$ cat src/rtl/reduce_debounce.sv
// reduce_debounce
// Synchronizes a raw switch vector, debounces it as a whole, and publishes
// registered AND/OR/XOR/NOR reductions of the accepted value. A one-cycle
// update strobe marks every change of the reduction outputs. A counter tracks
// how many commits flipped the XOR parity of the accepted vector. The hold
// input freezes only the reduction outputs; debouncing and parity counting
// keep running underneath so the outputs can resync when hold is released.

module reduce_debounce #(
  parameter int W     = 8,
  parameter int DEB   = 4,
  parameter int CNT_W = 8
) (
  input  logic             clk,
  input  logic             rst,
  input  logic [W-1:0]     sw,
  input  logic             hold,
  output logic [3:0]       led,
  output logic             upd,
  output logic [CNT_W-1:0] par_cnt
);

  // Stability counter is at least one bit wide so DEB = 1 still elaborates.
  localparam int CW = (DEB > 1) ? $clog2(DEB) : 1;
  localparam logic [CW-1:0] CNT_MAX = CW'(DEB - 1);

  // Reduction packing: [3] NOR, [2] XOR, [1] OR, [0] AND.
  function automatic logic [3:0] reduce_vec(input logic [W-1:0] v);
    return {~|v, ^v, |v, &v};
  endfunction

  logic [W-1:0]  s1;
  logic [W-1:0]  s2;
  logic [W-1:0]  cand;
  logic [W-1:0]  db;
  logic [CW-1:0] cnt;

  logic          commit;
  logic          par_flip;
  logic [W-1:0]  led_src;
  logic [3:0]    led_nxt;

  // Commit decode; the outputs look at the candidate in the commit cycle so
  // the reductions update on the same edge that db does.
  always_comb begin
    commit   = 1'b0;
    par_flip = 1'b0;
    led_src  = db;
    if ((s2 == cand) && (cnt == CNT_MAX) && (cand != db)) begin
      commit  = 1'b1;
      led_src = cand;
    end
    par_flip = commit && ((^cand) != (^db));
    led_nxt  = reduce_vec(led_src);
  end

  // Two-flop synchronizer for the asynchronous switch inputs.
  always_ff @(posedge clk) begin
    if (rst) begin
      s1 <= '0;
      s2 <= '0;
    end else begin
      s1 <= sw;
      s2 <= s1;
    end
  end

  // Debounce: any change restarts the stability count; a stable candidate
  // that differs from the accepted value is committed once the count
  // reaches DEB-1. The count then saturates until the input moves again.
  always_ff @(posedge clk) begin
    if (rst) begin
      cand <= '0;
      cnt  <= '0;
      db   <= '0;
    end else if (s2 != cand) begin
      cand <= s2;
      cnt  <= '0;
    end else if (commit) begin
      db <= cand;
    end else if (cnt < CNT_MAX) begin
      cnt <= cnt + CW'(1);
    end
  end

  // Parity-change counter, wraps naturally; runs regardless of hold.
  always_ff @(posedge clk) begin
    if (rst) begin
      par_cnt <= '0;
    end else if (par_flip) begin
      par_cnt <= par_cnt + CNT_W'(1);
    end
  end

  // Reduction outputs and update strobe; hold freezes led and masks upd.
  always_ff @(posedge clk) begin
    if (rst) begin
      led <= 4'b1000;
      upd <= 1'b0;
    end else if (hold) begin
      upd <= 1'b0;
    end else begin
      led <= led_nxt;
      upd <= (led_nxt != led);
    end
  end

endmodule

$ cat config.mk
export PLATFORM = sky130hd
export DESIGN_NAME = reduce_debounce
export DESIGN_NICKNAME = d
export VERILOG_FILES = /design/src/rtl/reduce_debounce.sv
export SDC_FILE = /design/constraint.sdc
export NUM_CORES = 1
export LEC_CHECK = 0
export CAP_MARGIN = 30
export CORE_MARGIN = 2
export CORE_UTILIZATION = 58
export DETAILED_ROUTE_END_ITERATION = 6
export PLACE_DENSITY = 0.95
export SLEW_MARGIN = 40
export SYNTH_ARGS = -nofsm -noshare
export SYNTH_HDL_FRONTEND = slang
export SYNTH_SLANG_ARGS = --single-unit
$ cat constraint.sdc
create_clock -name clk -period 6.7 [get_ports clk]
set_input_delay 0.67 -clock clk [delete_from_list [all_inputs] [get_ports clk]]
set_output_delay 0.67 -clock clk [all_outputs]
set_load 0.05 [all_outputs]
=== After elaboration in Yosys (flattened, before gate mapping) ===
Cells that the tools add are included.

* Output and inout bits: 13
* Input bits: 11
* Register bits: 47
* Word-level logic and storage cells: 34

* Reductions and logical operators: 13
* Bitwise logic cells: 2
* $add $sub $neg: 2
* Equality and inequality tests: 6
* Multiplexer cells: 2
* $lt $le $gt $ge: 1

{| class="wikitable"
|+ Operators by type and width
! cell !! count
|-
| $reduce_xor A8 Y1 || 3
|-
| $ne A8 B8 Y1 || 2
|-
| $add A8 B1 Y8 const B || 1
|-
| $eq A8 B8 Y1 || 1
|-
| $mux W8 || 1
|-
| $reduce_and A8 Y1 || 1
|-
| $reduce_or A8 Y1 || 1
|-
| $ne A4 B4 Y1 || 1
|-
| $reduce_and A2 Y1 || 2
|-
| $reduce_or A2 Y1 || 2
|-
| $logic_and A1 B1 Y1 || 3
|-
| $add A2 B1 Y2 const B || 1
|-
| $eq A2 B2 Y1 const B || 1
|-
| $lt A2 B2 Y1 const B || 1
|-
| $not A1 Y1 || 2
|-
| $logic_not A1 Y1 || 1
|-
| $mux W1 || 1
|-
| $ne A1 B1 Y1 || 1
|}

=== Logic depth before layout (Yosys ltp) ===
Gate-level depths: netlist of the first run.

* Depth after elaboration: 7
* Gate-level depth with buffers: 12
* Mapped depth without buffers: 11

=== Worst setup path after synthesis of the first run ===
OpenSTA, ideal clock, no wires.

* Path kind: flip-flop to flip-flop
* From: register cand[1]
* To: register upd
* Path slack: 3903 ps
* Data arrival time: 2706 ps
* Data required time: 6609 ps
* Stages on the path, launching flop included: 13
* Cell sequence: dfxtp_1 > xor2_1 > nor4_1 > nand2_1 > nor3b_4 > buf_2 > mux2i_1 > inv_1 > ha_1 > xor2_1 > xnor2_1 > xnor2_1 > a311oi_1

* Longest elaborated chain between the ends: 7
* Elaborated cells between the ends (all ways): 10
* Those cells by class: eq/ne: 3; mux: 1; reduce/logical: 6

{| class="wikitable"
|+ RTL lines
! item !! RTL line !! text
|-
| start: declaration || 34 || <nowiki>logic [W-1:0] cand;</nowiki>
|-
| start signal: assignment || 73 || <nowiki>cand <= '0;</nowiki>
|-
| start signal: assignment || 77 || <nowiki>cand <= s2;</nowiki>
|-
| $eq A8 B8 Y1 || 49 || <nowiki>if ((s2 == cand) && (cnt == CNT_MAX) && (cand != db)) begin</nowiki>
|-
| $logic_and A1 B1 Y1 (2 in series) || 49 ||
|-
| $mux W8 * || 49 ||
|-
| $reduce_or A8 Y1 || 29 || <nowiki>return {~|v, ^v, |v, &v};</nowiki>
|-
| $logic_not A1 Y1 || 29 ||
|-
| $ne A4 B4 Y1 * || 104 || <nowiki>upd <= (led_nxt != led);</nowiki>
|-
| end signal: assignment || 104 ||
|-
| end: declaration || 19 || <nowiki>output logic upd,</nowiki>
|}

Every way passes the cells marked *; elsewhere a longest branch is shown, timed or not.
A chain may end at the register's enable or synchronous reset.

=== Worst setup path after layout of the first run ===
Ends and elaborated chain as after synthesis.

==> run metrics, run 1 <==
post-synthesis cell count=slightly below 200; Post-Syn Nets=between 200 and 250; max_slew headroom=0.543; largest net degree at the start of global routing=29; layout cells sized above 1=0.0545; CP Cell Sequence=xor2_1 -> nor4_1 -> nand2_1 -> nor3b_4 -> mux2i_1 -> inv_1 -> ha_1 -> xor2_1 -> xnor2_1 -> xnor2_1 -> a311oi_1; Post-DP HPWL=2410 um; status=complete, no violations; final wirelength=3140 um; worst r2r path cells=11; register area share after synthesis=0.476; Initial DRC Count=40; fin nets=240; CP delay by family, top=simple AND/OR/NAND/NOR gates; post-route cell area=between 2000 and 2500 um2; DRT antenna net count=0; Port-buffer cells=23; Layout area overhead=17.9%; Clock Path Buffers=2; clock share of power=0.347; routed len/inst=11.8 um; Hold Path Class=register to register; hold buffers post-CTS=0; critical path depth=11; Worst-Skew Late Latency=between 300 and 400 ps; final setup fails=0; die area=a little under 4000 um2; Post-synth EDFFs=0; RSZ-0062 raised after global routing=no; total vias in the final route=around 1300; DR pass1 iterations=4; vias in the first global route=approximately 1300; crit-path max cell delay=between 600 and 700 ps; synth unique cells=29; GP Congestion=between 0.7 and 0.8; Worst Clk Skew=roughly 8.8 ps; Slew Viols, Final=0; Arrival @ worst endpoint=around 3600 ps; core area=roughly 3300 um2; post-route minimum period=between 3000 and 4000 ps; fillcell total=about 260; flops & latches, synth=47; initial antenna violation count=0; slowest stage cell, crit path=nor3b_4; Async S/R FF share, synth=0; Pint=385 uW; Least-Margin Pin Slew=just under 700 ps; TritonCTS clock tree=done; Tot GR Track Use=0.181; Main synth FF type=dfxtp_1; worst hold margin=roughly 450 ps; Critical Setup Path Class=register to register; Mapped Area=roughly 2000 um2; Psw=between 100 and 150 uW; count of warnings emitted by yosys=0; row count=21; Post-CTS Repair Setup Buffers=0; CP bufs+invs=1; Diodes inserted=0; CP endpoint kind=register; clk slew on worst S/H paths=140 ps; number of max-cap violations=0; Fmax achieved=a little over 0.3 GHz; Starting Density=0.597; IO Count=24; period utilisation layout=0.490; Setup crit start kind=register; Hold Path Cell Cnt=1; Final Hold Fails=0; Comb power frac=0.071; Remaining Overflow, GRT=0; LEAKAGE=between 1 and 1.5 nW; setup_tns=0 ps; post-DR vias/cell=5.04; Num CTS Buffers=5; Post-CTS Resized=0; Die Ht=62.4 um; DRC viols=0; crit path max fanout=13; first-pass GRT wire length=5540 um; Clock Sink Count=47; sw frac=0.230; Max IR drop VDD=around 0.00022 V; sequential power share=0.582; Mapped Avg Cell Area=slightly above 10 um2; DP Area=approximately 2200 um2; Clock Root Buffer=clkbuf_4; Data required, critical path=approximately 7000 ps; PwrDens=about 210 nW/um2; die width=between 60 and 70 um; H-tree levels=2
worst reg2reg max path, cell delays in order, from the launching register on:
cell and delay, ps:
dfxtp_1 380, xor2_1 170, nor4_1 300, nand2_1 170
nor3b_4 610, mux2i_1 400, inv_1 80, ha_1 290
xor2_1 150, xnor2_1 260, xnor2_1 110, a311oi_1 260
sequential cells by signal, summed over array words and instances (netlist names):
signal,count
cand,8
upd,1
s1,8
db,8
cnt,2
par_cnt,8
led,4
s2,8
power groups by stage:
stage | registers [mW] | logic [mW] | clock network [mW]
floorplan | 0.299 | 0.0229 | 0
global placement | 0.297 | 0.0350 | 0
detailed placement | 0.297 | 0.0359 | 0
CTS | 0.291 | 0.0361 | 0.178
global route | 0.292 | 0.0388 | 0.194
finish | 0.291 | 0.0356 | 0.173
final timing paths:
path	startpoint	to	slack, ps
setup / recovery	cand[1]	upd	3420
hold / removal	s1[2]	s2[2]	450
setup reg to reg	cand[1]	upd	3420
hold reg to reg	s1[2]	s2[2]	450
kinds of logic after synthesis:
group / after synthesis / synth area share
compound gates: 12 / 0.0361
xor+xnor: 33 / 0.150
fa+ha+maj: 10 / 0.0633
buf+inv: 17 / 0.0329
flops: 47 / 0.476
mux: 11 / 0.0557
simple gates: 65 / 0.186
cells in the mapped netlist (3+ instances only):
| cell type | n | share of area |
|---|---|---|
| xor2_1 | 16 | 0.071 |
| nand4_1 | 5 | 0.016 |
| a21oi_1 | 5 | 0.013 |
| nor2b_1 | 24 | 0.076 |
| dfxtp_1 | 47 | 0.48 |
| nand2_1 | 5 | 0.0095 |
| ha_1 | 10 | 0.063 |
| clkbuf_1 | 5 | 0.0095 |
| xnor2_1 | 16 | 0.071 |
| mux2i_1 | 11 | 0.056 |
| o21ai_0 | 3 | 0.0076 |
| inv_1 | 10 | 0.019 |
| nand3_1 | 3 | 0.0076 |
| nor2_1 | 17 | 0.032 |
layer usage:
metal,global-route usage,vias to the layer above,part of all wire,wire (um)
li1,-,685,-,-
met1,0.201,614,0.42,1320
met2,0.325,33,0.52,1640
met3,0.0598,8,0.035,111
met4,0.0611,0,0.022,68
met5,0,-,0,0
placed cells by master (no fill, tap or decap), types with 2 or more instances in the layout:
master,count
a21oi_1,5
o21ai_0,3
clkbuf_4,5
nor4_1,2
nand2_1,5
mux2i_1,11
or3_1,2
nor2b_1,24
nor3_1,2
nand3_1,3
dfxtp_1,47
nor2_1,17
xor2_1,16
xnor2_1,16
inv_1,10
nand4_1,5
ha_1,10
clkdlybuf4s50_1,23
layout make-up:
cell class	count	area (um2)	share of cell area
Tap cell	46	57.6	0.0247
Multi-Input combinational cell	131	970	0.416
Sequential cell	47	941	0.404
Timing Repair Buffer	24	238	0.102
Clock inverter	3	47.5	0.0204
Clock buffer	5	37.5	0.0161
Inverter	10	37.5	0.0161
through the flow:
| step | util | worst slack (ps) | instances | power [mW] |
|---|---|---|---|---|
| finish | 0.703 | 3420 | 266 | 0.500 |
| floorplan | - | 3900 | 195 | 0.322 |
| global route | 0.703 | 3180 | 266 | 0.525 |
| global placement | 0.678 | 3570 | 258 | 0.332 |
| CTS | 0.703 | 3380 | 266 | 0.505 |
| detailed placement | 0.678 | 3440 | 258 | 0.333 |
No activity file was read; power rests on OpenSTA's default activity.
==> run 2, diff against run 1 <==
--- a/config.mk
+++ b/config.mk
@@ -7,9 +7,9 @@
 export LEC_CHECK = 0
 export CAP_MARGIN = 30
 export CORE_MARGIN = 2
-export CORE_UTILIZATION = 58
+export CORE_UTILIZATION = 54
 export DETAILED_ROUTE_END_ITERATION = 6
-export PLACE_DENSITY = 0.95
+export PLACE_DENSITY = 0.9
 export SLEW_MARGIN = 40
 export SYNTH_ARGS = -nofsm -noshare
 export SYNTH_HDL_FRONTEND = slang
==> constraint.sdc (replaced) <==
create_clock -name clk -period 3.3 [get_ports clk]
set_input_delay 0.33 -clock clk [delete_from_list [all_inputs] [get_ports clk]]
set_output_delay 0.33 -clock clk [all_outputs]
set_load 0.05 [all_outputs]
==> run metrics, run 2 (synthesis gave the netlist of run 1 again) <==
multi-input logic area=970 um2 (unchanged); CP bufs+invs=2 (was 1); Post-CTS Repair Setup Buffers=0 (unchanged); Remaining Overflow, GRT=0 (unchanged); max_slew headroom=0.665 (was 0.543); Least-Margin Pin Slew=501 ps (was 684 ps); met2 usage in global routing=0.298 (was 0.325); vias in the first global route=1265 (was 1278); clk slew on worst S/H paths=130 ps (was 140 ps); RSZ-0062 raised after global routing=no (unchanged); crit path max fanout=8 (was 13); met3 Usage GRT=0.0608 (was 0.0598); Fmax achieved=0.332 GHz (was 0.305 GHz); post-route minimum period=3010 ps (was 3280 ps); GRT busiest layer=met2 (unchanged); met1 Use GR=0.186 (was 0.201); Critical Setup Path Class=register to register (unchanged); Final Hold Fails=0 (unchanged); DRT antenna net count=0 (unchanged); most common cell after layout, fill and taps aside=dfxtp_1 (unchanged); TritonCTS clock tree=done (unchanged); layout cells sized above 1=0.0756 (was 0.0545); Clock Sink Count=47 (unchanged); final wirelength=3160 um (was 3140 um); DP Area=2280 um2 (was 2240 um2); Worst-Skew Late Latency=360 ps (about the same); die width=64.5 um (was 62.4 um); Layout area overhead=19.7% (was 17.9%); final setup fails=0 (unchanged); Diodes inserted=0 (unchanged); Port-buffer cells=23 (unchanged); Post-CTS Resized=0 (unchanged); Hold Path Class=register to register (unchanged); die area=4160 um2 (was 3890 um2); CP Cell Sequence=xor2_1 -> nor4_1 -> nand2_1 -> nor3b_4 -> buf_4 -> mux2i_1 -> inv_1 -> ha_1 -> xor2_1 -> xnor2_1 -> xnor2_1 -> a311oi_1 (was xor2_1 -> nor4_1 -> nand2_1 -> nor3b_4 -> mux2i_1 -> inv_1 -> ha_1 -> xor2_1 -> xnor2_1 -> xnor2_1 -> a311oi_1); core area=3420 um2 (was 3310 um2); initial antenna violation count=0 (unchanged); Post-DP HPWL=2380 um (was 2410 um); Worst Clk Skew=7.56 ps (was 8.79 ps); Die Ht=64.5 um (was 62.4 um); Setup crit start kind=register (unchanged); Clock Path Buffers=2 (unchanged); most frequent cells in the layout=dfxtp_1 (47), nor2b_1 (24), clkdlybuf4s50_1 (23) (unchanged); IO Count=24 (unchanged); Starting Density=0.578 (was 0.597); LEAKAGE=1.04 nW (was 1.02 nW); worst hold margin=455 ps (was 451 ps); H-tree levels=2 (unchanged); Clock Root Buffer=clkbuf_4 (unchanged); row count=21 (unchanged); Num CTS Buffers=5 (unchanged); fin nets=245 (was 240); CP delay by family, top=simple AND/OR/NAND/NOR gates (unchanged); PwrDens=427 nW/um2 (was 215 nW/um2); Register Area=941 um2 (unchanged); Arrival @ worst endpoint=3290 ps (was 3550 ps); number of max-cap violations=0 (unchanged); status=complete, no violations (unchanged); routed len/inst=11.7 um (was 11.8 um); Max IR drop VDD=0.000291 V (was 0.000218 V); DR pass1 iterations=4 (unchanged); crit-path max cell delay=360 ps (was 610 ps); Initial DRC Count=34 (was 40); slowest stage cell, crit path=dfxtp_1 (was nor3b_4); largest net degree at the start of global routing=47 (was 29); GP Congestion=0.863 (was 0.799); CP endpoint kind=register (unchanged); post-route cell area=2360 um2 (was 2330 um2); Tot GR Track Use=0.177 (was 0.181); fillcell total=275 (was 264); period utilisation layout=0.913 (was 0.490); post-DR vias/cell=4.93 (was 5.04); Slew Viols, Final=0 (unchanged); total vias in the final route=1336 (was 1340); DRC viols=0 (unchanged); setup_tns=0 ps (unchanged); Data required, critical path=3570 ps (was 6970 ps); first-pass GRT wire length=5420 um (was 5540 um); hold buffers post-CTS=0 (unchanged)
==> run 2: area by class of cell <==
| cell class | instances | share of cell area |
|---|---|---|
| inverters | 10 | 0.0159 |
| well taps | 46 | 0.0243 |
| flip-flops and latches | 47 | 0.398 |
| clock inverters | 3 | 0.0196 |
| repair buffers | 29 | 0.116 |
| clock buffers | 5 | 0.0159 |
| multi-input cells | 131 | 0.410 |
==> run 2: path summary, 6_finish.rpt <==
path	slack [ps]	cells past startpoint	startpoint	endpoint
worst min-delay path	450	1	s1[7]	s2[7]
worst min register to register	450	1	s1[7]	s2[7]
worst max register to register	290	12	cand[1]	upd
worst max-delay path	290	12	cand[1]	upd
==> run 2: metal layers <==
metal | routed length [um] | part of all wire | vias up
met3 | 132 | 0.042 | 13
met1 | 1350 | 0.43 | 597
li1 | - | - | 689
met5 | 0 | 0 | -
met2 | 1550 | 0.49 | 37
met4 | 132 | 0.042 | 0
==> run 2: worst register-to-register path: stages, from the launching register on <==
cell and delay [ps]:
dfxtp_1 360, xor2_1 160, nor4_1 290, nand2_1 170
nor3b_4 210, buf_4 220, mux2i_1 320, inv_1 80
ha_1 310, xor2_1 150, xnor2_1 240, xnor2_1 110
a311oi_1 300
==> run 2: power breakdown <==
part | switching (mW) | internal [mW]
combinational | 0.0372 | 0.0359
clock | 0.184 | 0.162
sequential | 0.00821 | 0.582
==> run 2: stage by stage <==
step                       util  cells  power, mW  setup WS, ps
after floorplan               -    195      0.653           503
after global placement    0.668    263      0.674           480
after detailed placement  0.668    263      0.677           311
after CTS                 0.692    271       1.02           268
after global routing      0.692    271       1.06          21.9
final                     0.692    271       1.01           287
